### src/rtl/ula_issue_ctrl_if.sv
// Decode/ULA-facing signal bundle for ula_issue_ctrl.
// master = the issue controller, slave = decode stage plus ULA stub.
interface ula_issue_ctrl_if #(
  parameter int unsigned DATA_W = 16
);
  logic              InstrValid;
  logic [15:0]       Instr;
  logic              InstrReady;
  logic              Stall;
  logic [3:0]        CodeULA;
  logic              ExValid;
  logic [2:0]        FlagReg;
  logic [DATA_W-1:0] Res;
  logic [2:0]        FlagQ;
  logic              BranchTaken;
  logic [DATA_W-1:0] BranchTarget;
  logic              Flush;
  logic              IllegalOp;

  modport master (
    input  InstrValid, Instr, Stall, FlagReg, Res,
    output InstrReady, CodeULA, ExValid, FlagQ, BranchTaken, BranchTarget, Flush, IllegalOp
  );

  modport slave (
    output InstrValid, Instr, Stall, FlagReg, Res,
    input  InstrReady, CodeULA, ExValid, FlagQ, BranchTaken, BranchTarget, Flush, IllegalOp
  );
endinterface

### src/rtl/ula_issue_ctrl.sv
// Issue/control end of the ULA: registers CodeULA, captures flags, resolves BEZ.
// Optional illegal-opcode trap (HALT until reset) enabled by ULA_ILLEGAL_TRAP_EN.
//
// state    | meaning
// ST_RUN   | normal issue; acceptance gated by Stall, BEZ and trap in EX
// ST_FLUSH | taken BEZ; Flush high, no acceptance for FLUSH_CYCLES cycles
// ST_HALT  | illegal opcode trapped; only RST leaves
module ula_issue_ctrl #(
  parameter int unsigned FLUSH_CYCLES = 2,
  parameter int unsigned DATA_W       = 16
) (
  input logic             CLK,
  input logic             RST,
  ula_issue_ctrl_if.master bus
);

  localparam logic [3:0] OP_XOR = 4'b0101;
  localparam logic [3:0] OP_BEZ = 4'b0110;
  localparam logic [3:0] OP_NOP = 4'b0111;

  typedef enum logic [1:0] {
    ST_RUN   = 2'd0,
    ST_FLUSH = 2'd1,
    ST_HALT  = 2'd2
  } state_t;

  state_t            state_q, state_d;
  logic [3:0]        code_q, code_d;
  logic              exvalid_q, exvalid_d;
  logic [2:0]        flag_q, flag_d;
  logic              taken_q, taken_d;
  logic [DATA_W-1:0] target_q, target_d;
  logic [2:0]        fcnt_q, fcnt_d;
  logic              illegal_q, illegal_d;
  logic              trap_ex_q, trap_ex_d;

  logic bez_in_ex;
  logic ready;
  logic accept;
  logic unused_operand;

  assign unused_operand = &{1'b0, bus.Instr[11:0]};

  // Nothing may issue behind a BEZ or a trapping NOP still in EX.
  assign bez_in_ex = exvalid_q && (code_q == OP_BEZ);
  assign ready     = (state_q == ST_RUN) && !bus.Stall && !bez_in_ex && !trap_ex_q;
  assign accept    = bus.InstrValid && ready;

  always_ff @(posedge CLK) begin
    if (RST) begin
      state_q   <= ST_RUN;
      code_q    <= OP_NOP;
      exvalid_q <= 1'b0;
      flag_q    <= 3'b100;
      taken_q   <= 1'b0;
      target_q  <= '0;
      fcnt_q    <= 3'd0;
      illegal_q <= 1'b0;
      trap_ex_q <= 1'b0;
    end else begin
      state_q   <= state_d;
      code_q    <= code_d;
      exvalid_q <= exvalid_d;
      flag_q    <= flag_d;
      taken_q   <= taken_d;
      target_q  <= target_d;
      fcnt_q    <= fcnt_d;
      illegal_q <= illegal_d;
      trap_ex_q <= trap_ex_d;
    end
  end

  always_comb begin
    state_d   = state_q;
    code_d    = OP_NOP;
    exvalid_d = 1'b0;
    flag_d    = flag_q;
    taken_d   = 1'b0;
    target_d  = target_q;
    fcnt_d    = fcnt_q;
    illegal_d = illegal_q;
    trap_ex_d = 1'b0;

    // Only the arithmetic/logic ops update status; BEZ and NOP leave it alone.
    if (exvalid_q && (code_q <= OP_XOR)) begin
      flag_d = bus.FlagReg;
    end

    if (accept) begin
      exvalid_d = 1'b1;
      if (bus.Instr[15]) begin
        code_d = OP_NOP;
`ifdef ULA_ILLEGAL_TRAP_EN
        trap_ex_d = 1'b1;
`endif
      end else begin
        code_d = bus.Instr[15:12];
      end
    end

    case (state_q)
      ST_RUN: begin
        if (bez_in_ex && bus.FlagReg[2]) begin
          taken_d  = 1'b1;
          target_d = bus.Res;
          fcnt_d   = 3'(FLUSH_CYCLES - 1);
          state_d  = ST_FLUSH;
        end else if (trap_ex_q) begin
          illegal_d = 1'b1;
          state_d   = ST_HALT;
        end
      end
      ST_FLUSH: begin
        if (fcnt_q == 3'd0) begin
          state_d = ST_RUN;
        end else begin
          fcnt_d = fcnt_q - 3'd1;
        end
      end
      ST_HALT: begin
        state_d = ST_HALT;
      end
      default: begin
        state_d = ST_RUN;
      end
    endcase
  end

  assign bus.InstrReady   = ready;
  assign bus.CodeULA      = code_q;
  assign bus.ExValid      = exvalid_q;
  assign bus.FlagQ        = flag_q;
  assign bus.BranchTaken  = taken_q;
  assign bus.BranchTarget = target_q;
  assign bus.Flush        = (state_q == ST_FLUSH);
  assign bus.IllegalOp    = illegal_q;

endmodule

### src/flat_wrapper.sv
// flat-port wrapper written by rule: the top's interface ports become plain ports
module ula_issue_ctrl_flat 
#(
  parameter int unsigned FLUSH_CYCLES = 2,
  parameter int unsigned DATA_W       = 16
)
  (CLK, RST, bus_InstrValid, bus_Instr, bus_Stall, bus_FlagReg, bus_Res, bus_InstrReady, bus_CodeULA, bus_ExValid, bus_FlagQ, bus_BranchTaken, bus_BranchTarget, bus_Flush, bus_IllegalOp);
  ula_issue_ctrl_if #(.DATA_W(DATA_W)) bus_i ();
  input logic CLK;
  input logic RST;
  input wire logic [$bits(bus_i.InstrValid)-1:0] bus_InstrValid;
  input wire logic [$bits(bus_i.Instr)-1:0] bus_Instr;
  input wire logic [$bits(bus_i.Stall)-1:0] bus_Stall;
  input wire logic [$bits(bus_i.FlagReg)-1:0] bus_FlagReg;
  input wire logic [$bits(bus_i.Res)-1:0] bus_Res;
  output wire logic [$bits(bus_i.InstrReady)-1:0] bus_InstrReady;
  output wire logic [$bits(bus_i.CodeULA)-1:0] bus_CodeULA;
  output wire logic [$bits(bus_i.ExValid)-1:0] bus_ExValid;
  output wire logic [$bits(bus_i.FlagQ)-1:0] bus_FlagQ;
  output wire logic [$bits(bus_i.BranchTaken)-1:0] bus_BranchTaken;
  output wire logic [$bits(bus_i.BranchTarget)-1:0] bus_BranchTarget;
  output wire logic [$bits(bus_i.Flush)-1:0] bus_Flush;
  output wire logic [$bits(bus_i.IllegalOp)-1:0] bus_IllegalOp;
  assign bus_i.InstrValid = bus_InstrValid;
  assign bus_i.Instr = bus_Instr;
  assign bus_i.Stall = bus_Stall;
  assign bus_i.FlagReg = bus_FlagReg;
  assign bus_i.Res = bus_Res;
  assign bus_InstrReady = bus_i.InstrReady;
  assign bus_CodeULA = bus_i.CodeULA;
  assign bus_ExValid = bus_i.ExValid;
  assign bus_FlagQ = bus_i.FlagQ;
  assign bus_BranchTaken = bus_i.BranchTaken;
  assign bus_BranchTarget = bus_i.BranchTarget;
  assign bus_Flush = bus_i.Flush;
  assign bus_IllegalOp = bus_i.IllegalOp;
  ula_issue_ctrl #(.FLUSH_CYCLES(FLUSH_CYCLES), .DATA_W(DATA_W)) u_core (.CLK(CLK), .RST(RST), .bus(bus_i));
endmodule
### config.mk
export PLATFORM = sky130hd
export DESIGN_NAME = ula_issue_ctrl_flat
export DESIGN_NICKNAME = d
export VERILOG_FILES = /design/src/rtl/ula_issue_ctrl_if.sv /design/src/rtl/ula_issue_ctrl.sv /design/src/flat_wrapper.sv
export SDC_FILE = /design/constraint.sdc
export NUM_CORES = 1
export LEC_CHECK = 0
export CORE_MARGIN = 4
export CORE_UTILIZATION = 37
export CTS_CLUSTER_SIZE = 8
export DETAILED_ROUTE_END_ITERATION = 6
export PLACE_DENSITY = 0.78
export SLEW_MARGIN = 40
export SYNTH_ARGS = -nofsm -noshare
export SYNTH_HDL_FRONTEND = slang
export SYNTH_SLANG_ARGS = --single-unit
### constraint.sdc
create_clock -name CLK -period 1.8 [get_ports CLK]
set_input_delay 0.18 -clock CLK [delete_from_list [all_inputs] [get_ports CLK]]
set_output_delay 0.18 -clock CLK [all_outputs]
set_load 0.05 [all_outputs]
==> results of run 1 <==
## cell type report
type	count	area (um2)
clock buffer	6	41.3
inverter	3	11.3
multi-input combinational	87	529
sequential	29	581
clock inverter	2	10.0
tap	44	55.1
timing repair buffer	58	586
fill	306	1240
## power groups by stage
stage                     clock (uW)  combinational, uW  sequential [uW]
final                            366                131              646
after global routing             404                139              647
after CTS                        376                132              646
after detailed placement           0                131              661
after global placement             0                130              661
after floorplan                    0               50.6              671
## logic make-up after synthesis
group           synth area share, %
compound gates                 19.0
fa+ha+maj                      2.12
buf+inv                        6.89
flops                          49.2
mux                            2.55
other cells                   0.318
simple gates                   19.9
## cell usage after synthesis
| cell | number | area (um2) |
|---|---|---|
| a211o_1 | 1 | 8.76 |
| a211oi_2 | 1 | 12.5 |
| a21boi_1 | 1 | 7.51 |
| a21oi_1 | 16 | 80.1 |
| a22o_2 | 1 | 10.0 |
| a31oi_1 | 2 | 12.5 |
| and4b_1 | 1 | 10.0 |
| buf_2 | 2 | 10.0 |
| buf_4 | 4 | 30.0 |
| buf_6 | 1 | 11.3 |
| clkbuf_1 | 5 | 18.8 |
| conb_1 | 1 | 3.75 |
| dfxtp_1 | 29 | 581 |
| ha_1 | 2 | 25.0 |
| inv_1 | 3 | 11.3 |
| mux2i_1 | 3 | 30.0 |
| nand2_1 | 2 | 7.51 |
| nand2b_1 | 6 | 37.5 |
| nand3_1 | 16 | 80.1 |
| nand4b_1 | 1 | 8.76 |
| nor2_1 | 4 | 15.0 |
| nor2b_1 | 3 | 18.8 |
| nor3_1 | 2 | 10.0 |
| nor3b_1 | 1 | 7.51 |
| nor3b_2 | 1 | 12.5 |
| nor4_2 | 1 | 12.5 |
| o21a_1 | 1 | 7.51 |
| o21ai_0 | 8 | 40.0 |
| o21ai_1 | 9 | 45.0 |
| or3_1 | 1 | 6.26 |
| or3b_1 | 1 | 8.76 |
## per-layer routing
| layer | up-vias | track usage [%] | wire, um |
|---|---|---|---|
| li1 | 559 | - | - |
| met1 | 510 | 15.7 | 1200 |
| met2 | 37 | 27.1 | 1540 |
| met3 | 5 | 5.89 | 183 |
| met4 | 0 | 6.60 | 42 |
| met5 | - | 0 | 0 |
## sequential cells by signal (all words and copies together) (netlist names)
register,flops
u_core.bus.BranchTaken,1
u_core.bus.FlagQ,3
u_core.bus.CodeULA,3
u_core.bus.ExValid,1
u_core.state_q,2
u_core.bus.BranchTarget,16
u_core.fcnt_q,3
## per-stage QoR
step | setup slack [ns] | setup TNS, ns | cell area, um2 | total power, uW
floorplan | 0.117 | 0 | 1190 | 721
global placement | 0.0751 | 0 | 1760 | 791
detailed placement | -0.00119 | -0.00119 | 1760 | 792
CTS | 0.0827 | 0 | 1810 | 1150
global route | 0.0191 | 0 | 1810 | 1190
finish | 0.108 | 0 | 1810 | 1140
## placed cells by master, fill, tap and decap left out, types with 3 or more instances in the layout
cell             netlist  routed
buf_4                  4       6
o21ai_0                8       8
nor2b_1                3       3
a21oi_1               16      16
nand3_1               16      16
inv_1                  3       3
nor2_1                 4       3
clkdlybuf4s50_1        0      50
dfxtp_1               29      29
mux2i_1                3       3
nand2b_1               6       6
clkbuf_4               0       5
o21ai_1                9       9
## final timing paths
path	slack, ns	end	cells past startpoint
max	0.11	bus_ExValid	1
min	0.41	u_core.bus.BranchTarget[7]$_SDFFE_PP0P_	3
max reg2reg	0.34	u_core.bus.BranchTarget[0]$_SDFFE_PP0P_	3
min reg2reg	0.48	u_core.bus.BranchTarget[1]$_SDFFE_PP0P_	2
==> metrics.cfg, run 1 <==
[power]
p_sw_share_pct=24.5
pwr-share-clk_pct=32.0
p_leak_uw=0.000637
vdd_ir_drop_max_v=0.000475
seq_power_share_pct=56.5
p_int_uw=863
p_switching_uw=280
combPwrFrac_pct=11.5
p_per_area_nw_per_um2=630

[grt]
first_global_vias=1105
antenna_found_initial=0
grt_max_degree=27
grt_overflow_total=0
grt_first_pass_wirelength_um=4910
grtUsageTotal_pct=15.2

[clock_tree]
clk_path_buf_depth=2
clk_latency_ns=0.32
cts_setup_buffers=0
cts-root-buf=clkbuf_4
cts_hold_buf=0
clk_pin_slew_worst_paths_ns=0.09
cts_tree=yes
cts_made_buffers=5
ctsHtreeMaxLevel=2
ctsResizeCount=0
clock_sinks=29

[logic_synthesis]
netlist_area_um2=1180
ys_seq_elements=29
yosysWarnings=0
ys_seq_area_share_pct=49.2
synth_cells=130
synth_area_per_cell_um2=9.08
yosys.cell_types.count=31

[setup_path]
startpoint=u_core.bus.ExValid$_SDFF_PP0_
r2r_start=u_core.state_q[1]$_SDFFE_PP0P_
path_delay_family=buffers and inverters
required_ns=1.62
cpPeakStageDelay_ns=0.82
path_class=reg2out
cp_max_fo=4
critPathLaunchType=flip-flop
cp_slowest_cell=clkdlybuf4s50_1
crit_arrival_ns=1.51
worst-path-buf-inv=1
critPathCaptureType=primary output
path_cells=clkdlybuf4s50_1

[hold_path]
hp-start=bus_Res[7]
hp-class=in2reg

[drt]
drc=0
wl_per_cell_um=12.9
totalWireLength_um=2960
dr.pass1.iters=4
avgViaCountPerCell=4.85
num_vias=1111
drtIter0Drc=61
postRouteAntennaNets=0

[floorplanning]
die_h_um=64.5
core_region_area_um2=3050
dieArea_um2=4160
die_w_um=64.5
ioPinCount=67
rows=20
start_util_pct=38.6

[cells_and_area]
fin_nets=225
final_cells=229
drive_gt1_share_pct=10.8
syn2layout_area_growth_pct=53.7
diodes=0
fin_util_pct=59.4

[place]
dpl.hpwl_um=2230
gp_routability_congestion=0.733
portBuffers=52
placedCellCount=221

[timing]
timing.fmax_ghz=0.591
slew-limit-headroom_pct=64.5
finalHoldViolations=0
fin_crit_ns=1.69
clock_skew_ns=0.0101
fin_crit_sh_pct=94.0
holdWs_ns=0.411
slew_viol_final=0
worst_pin_slew_ns=0.533
rsz0062_at_grt=false
setup_viol=0

[job]
maxCapViolCount=0

[status]
status=complete, no violations

(Power assumes the default switching activity.)
==> run 2: changes to the inputs <==
--- a/config.mk
+++ b/config.mk
@@ -5,8 +5,10 @@
 export SDC_FILE = /design/constraint.sdc
 export NUM_CORES = 1
 export LEC_CHECK = 0
+export CORE_ASPECT_RATIO = 0.5
 export CORE_MARGIN = 4
 export CORE_UTILIZATION = 37
+export CTS_CLUSTER_DIAMETER = 100
 export CTS_CLUSTER_SIZE = 8
 export DETAILED_ROUTE_END_ITERATION = 6
 export PLACE_DENSITY = 0.78
==> run 2 against run 1 <==
  * Clock skew about the same
  * Sequential share of layout area down 0.39 points
  * Highest routed layer unchanged
  * Hold slack gained 0.044 ns
  * Global-route usage rose by 0.63 points
  * Critical path type unchanged
  * Sequential cell count stayed put
  * Wire length is 7.5% higher
  * Die area rose by 1.3%
  * Non-clock buffer count shrank 1
==> metrics.cfg, run 2 (synthesis gave the netlist of run 1 again) <==
[place]
dpl.hpwl_um=2320  ; +3.9%
gp_routability_congestion=0.732  ; -0.23%
placedCellCount=216  ; -2.3%
pre_cts_ws_ns=0.0265  ; +0.0277 ns
portBuffers=52  ; unchanged
postPlaceCellArea_um2=1750  ; -0.71%

[cells_and_area]
mostFrequentLayoutCells=clkdlybuf4s50_1, dfxtp_1, nand3_1, a21oi_1, o21ai_1
regArea_um2=581  ; unchanged
layout_commonest_cell=clkdlybuf4s50_1
syn2layout_area_growth_pct=55.6
final_cells=223  ; -2.6%
fin_util_pct=60.6  ; +1.2 points
drive_gt1_share_pct=9.84  ; -0.97 points
n_fill_cell=250  ; -18%
fin_area_um2=1840  ; +1.2%
largest_reg_flops=16  ; unchanged
multi_input_area_um2=529  ; unchanged
fin_nets=224  ; -0.44%
diodes=0  ; unchanged

[setup_path]
required_ns=1.62  ; about the same
cpPeakStageDelay_ns=0.82  ; about the same
cp_max_fo=4  ; unchanged
worst-path-buf-inv=1  ; unchanged
path_delay_family=buffers and inverters
critPathCaptureType=primary output
path_class=reg2out
cp.depth=1  ; unchanged
critPathLaunchType=flip-flop
path_cells=clkdlybuf4s50_1
reg2reg_depth=3  ; unchanged
cp_slowest_cell=clkdlybuf4s50_1
crit_arrival_ns=1.46  ; -0.05 ns

[clock_tree]
clk_path_buf_depth=2  ; unchanged
cts_made_buffers=5  ; unchanged
clk_latency_ns=0.28  ; -0.04 ns
ctsResizeCount=0  ; unchanged
cts_tree=yes
cts_hold_buf=0  ; unchanged
ctsHtreeMaxLevel=2  ; unchanged
cts_setup_buffers=0  ; unchanged
clock_sinks=29  ; unchanged
clk_pin_slew_worst_paths_ns=0.06  ; -0.03 ns
cts-root-buf=clkbuf_8

[timing]
timing.fmax_ghz=0.609  ; +3.0%
clock_skew_ns=0.0101  ; -0.0000413 ns
fin_crit_ns=1.64  ; -0.0488 ns
slew_viol_final=0  ; unchanged
finalWorstSetupSlack_ns=0.157  ; +0.0488 ns
rsz0062_at_grt=false
setup_viol=0  ; unchanged
setup_tns_ns=0  ; unchanged
finalHoldViolations=0  ; unchanged
fin_crit_sh_pct=91.3  ; -2.7 points
slew-limit-headroom_pct=60.3  ; -4.2 points
worst_pin_slew_ns=0.595  ; +0.0624 ns

[floorplanning]
rows=14  ; -30%
start_util_pct=38.9  ; +0.29 points
die_w_um=87.9  ; +36%
ioPinCount=67  ; unchanged
die_h_um=47.9  ; -26%
dieArea_um2=4210  ; +1.3%
core_region_area_um2=3030  ; -0.74%

[power]
p_leak_uw=0.000644  ; +1.2%
vdd_ir_drop_max_v=0.000361  ; -24%
p_per_area_nw_per_um2=712  ; +13%

[drt]
postRouteAntennaNets=0  ; unchanged
dr.pass1.iters=4  ; unchanged
totalWireLength_um=3190  ; +7.5%
num_vias=1114  ; +0.27%
drc=0  ; unchanged
wl_per_cell_um=14.3  ; +10%
drtIter0Drc=80  ; +31%
avgViaCountPerCell=5.00  ; +3.0%

[grt]
grt_first_pass_wirelength_um=4950  ; +0.86%
first_global_vias=1085  ; -1.8%
grt_max_degree=27  ; unchanged
grt_overflow_total=0  ; unchanged
antenna_found_initial=0  ; unchanged
grtUsageTotal_pct=15.8  ; +0.63 points

[hold_path]
min_path_cells=3  ; unchanged
hp-class=in2reg

[status]
status=complete, no violations

[job]
maxCapViolCount=0  ; unchanged

-- run 2: cell count changes in the layout (fill, tap and decap cells not counted) --
cell and delta:
clkinv_2 -2, clkbuf_8 +6, buf_4 -1, clkbuf_4 -5
-- run 2: worst reg2reg max path, stage by stage, from the launching register on --
cell,delay [ns]
dfxtp_1,0.34
or3b_1,0.65
o21ai_0,0.27
a21oi_1,0.09
-- run 2: metrics by stage --
stage	power, uW	hold WS, ns
2_1_floorplan	721	0.281
3_3_place_gp	790	0.461
3_5_place_dp	793	0.469
4_1_cts	1320	0.450
5_1_grt	1350	0.465
6_report	1310	0.454
-- run 2: area by class of cell --
type                    instances  area share, %
flip-flops and latches         29           31.6
repair buffers                 57           31.5
multi-input cells              87           28.8
clock buffers                   7           4.70
well taps                      40           2.73
inverters                       3          0.613
-- run 2: worst paths after layout --
kind / end / slack [ns] / start
hold reg to reg: u_core.bus.BranchTarget[1]$_SDFFE_PP0P_ / 0.47 / u_core.bus.BranchTarget[1]$_SDFFE_PP0P_
setup / recovery: bus_ExValid / 0.16 / u_core.bus.ExValid$_SDFF_PP0_
hold / removal: u_core.bus.BranchTarget[14]$_SDFFE_PP0P_ / 0.45 / bus_Res[14]
setup reg to reg: u_core.bus.BranchTarget[5]$_SDFFE_PP0P_ / 0.32 / u_core.state_q[1]$_SDFFE_PP0P_
-- run 2: where the power goes --
group,internal [uW],switching (uW)
logic,69.3,62.2
registers,645,2.11
clock network,302,227
-- run 2: metal layers --
metal	up-vias	wire length [um]	GRT usage [%]
li1	557	-	-
met1	528	1320	17.5
met2	25	1710	29.3
met3	4	115	3.78
met4	0	44	8.87
met5	-	0	0
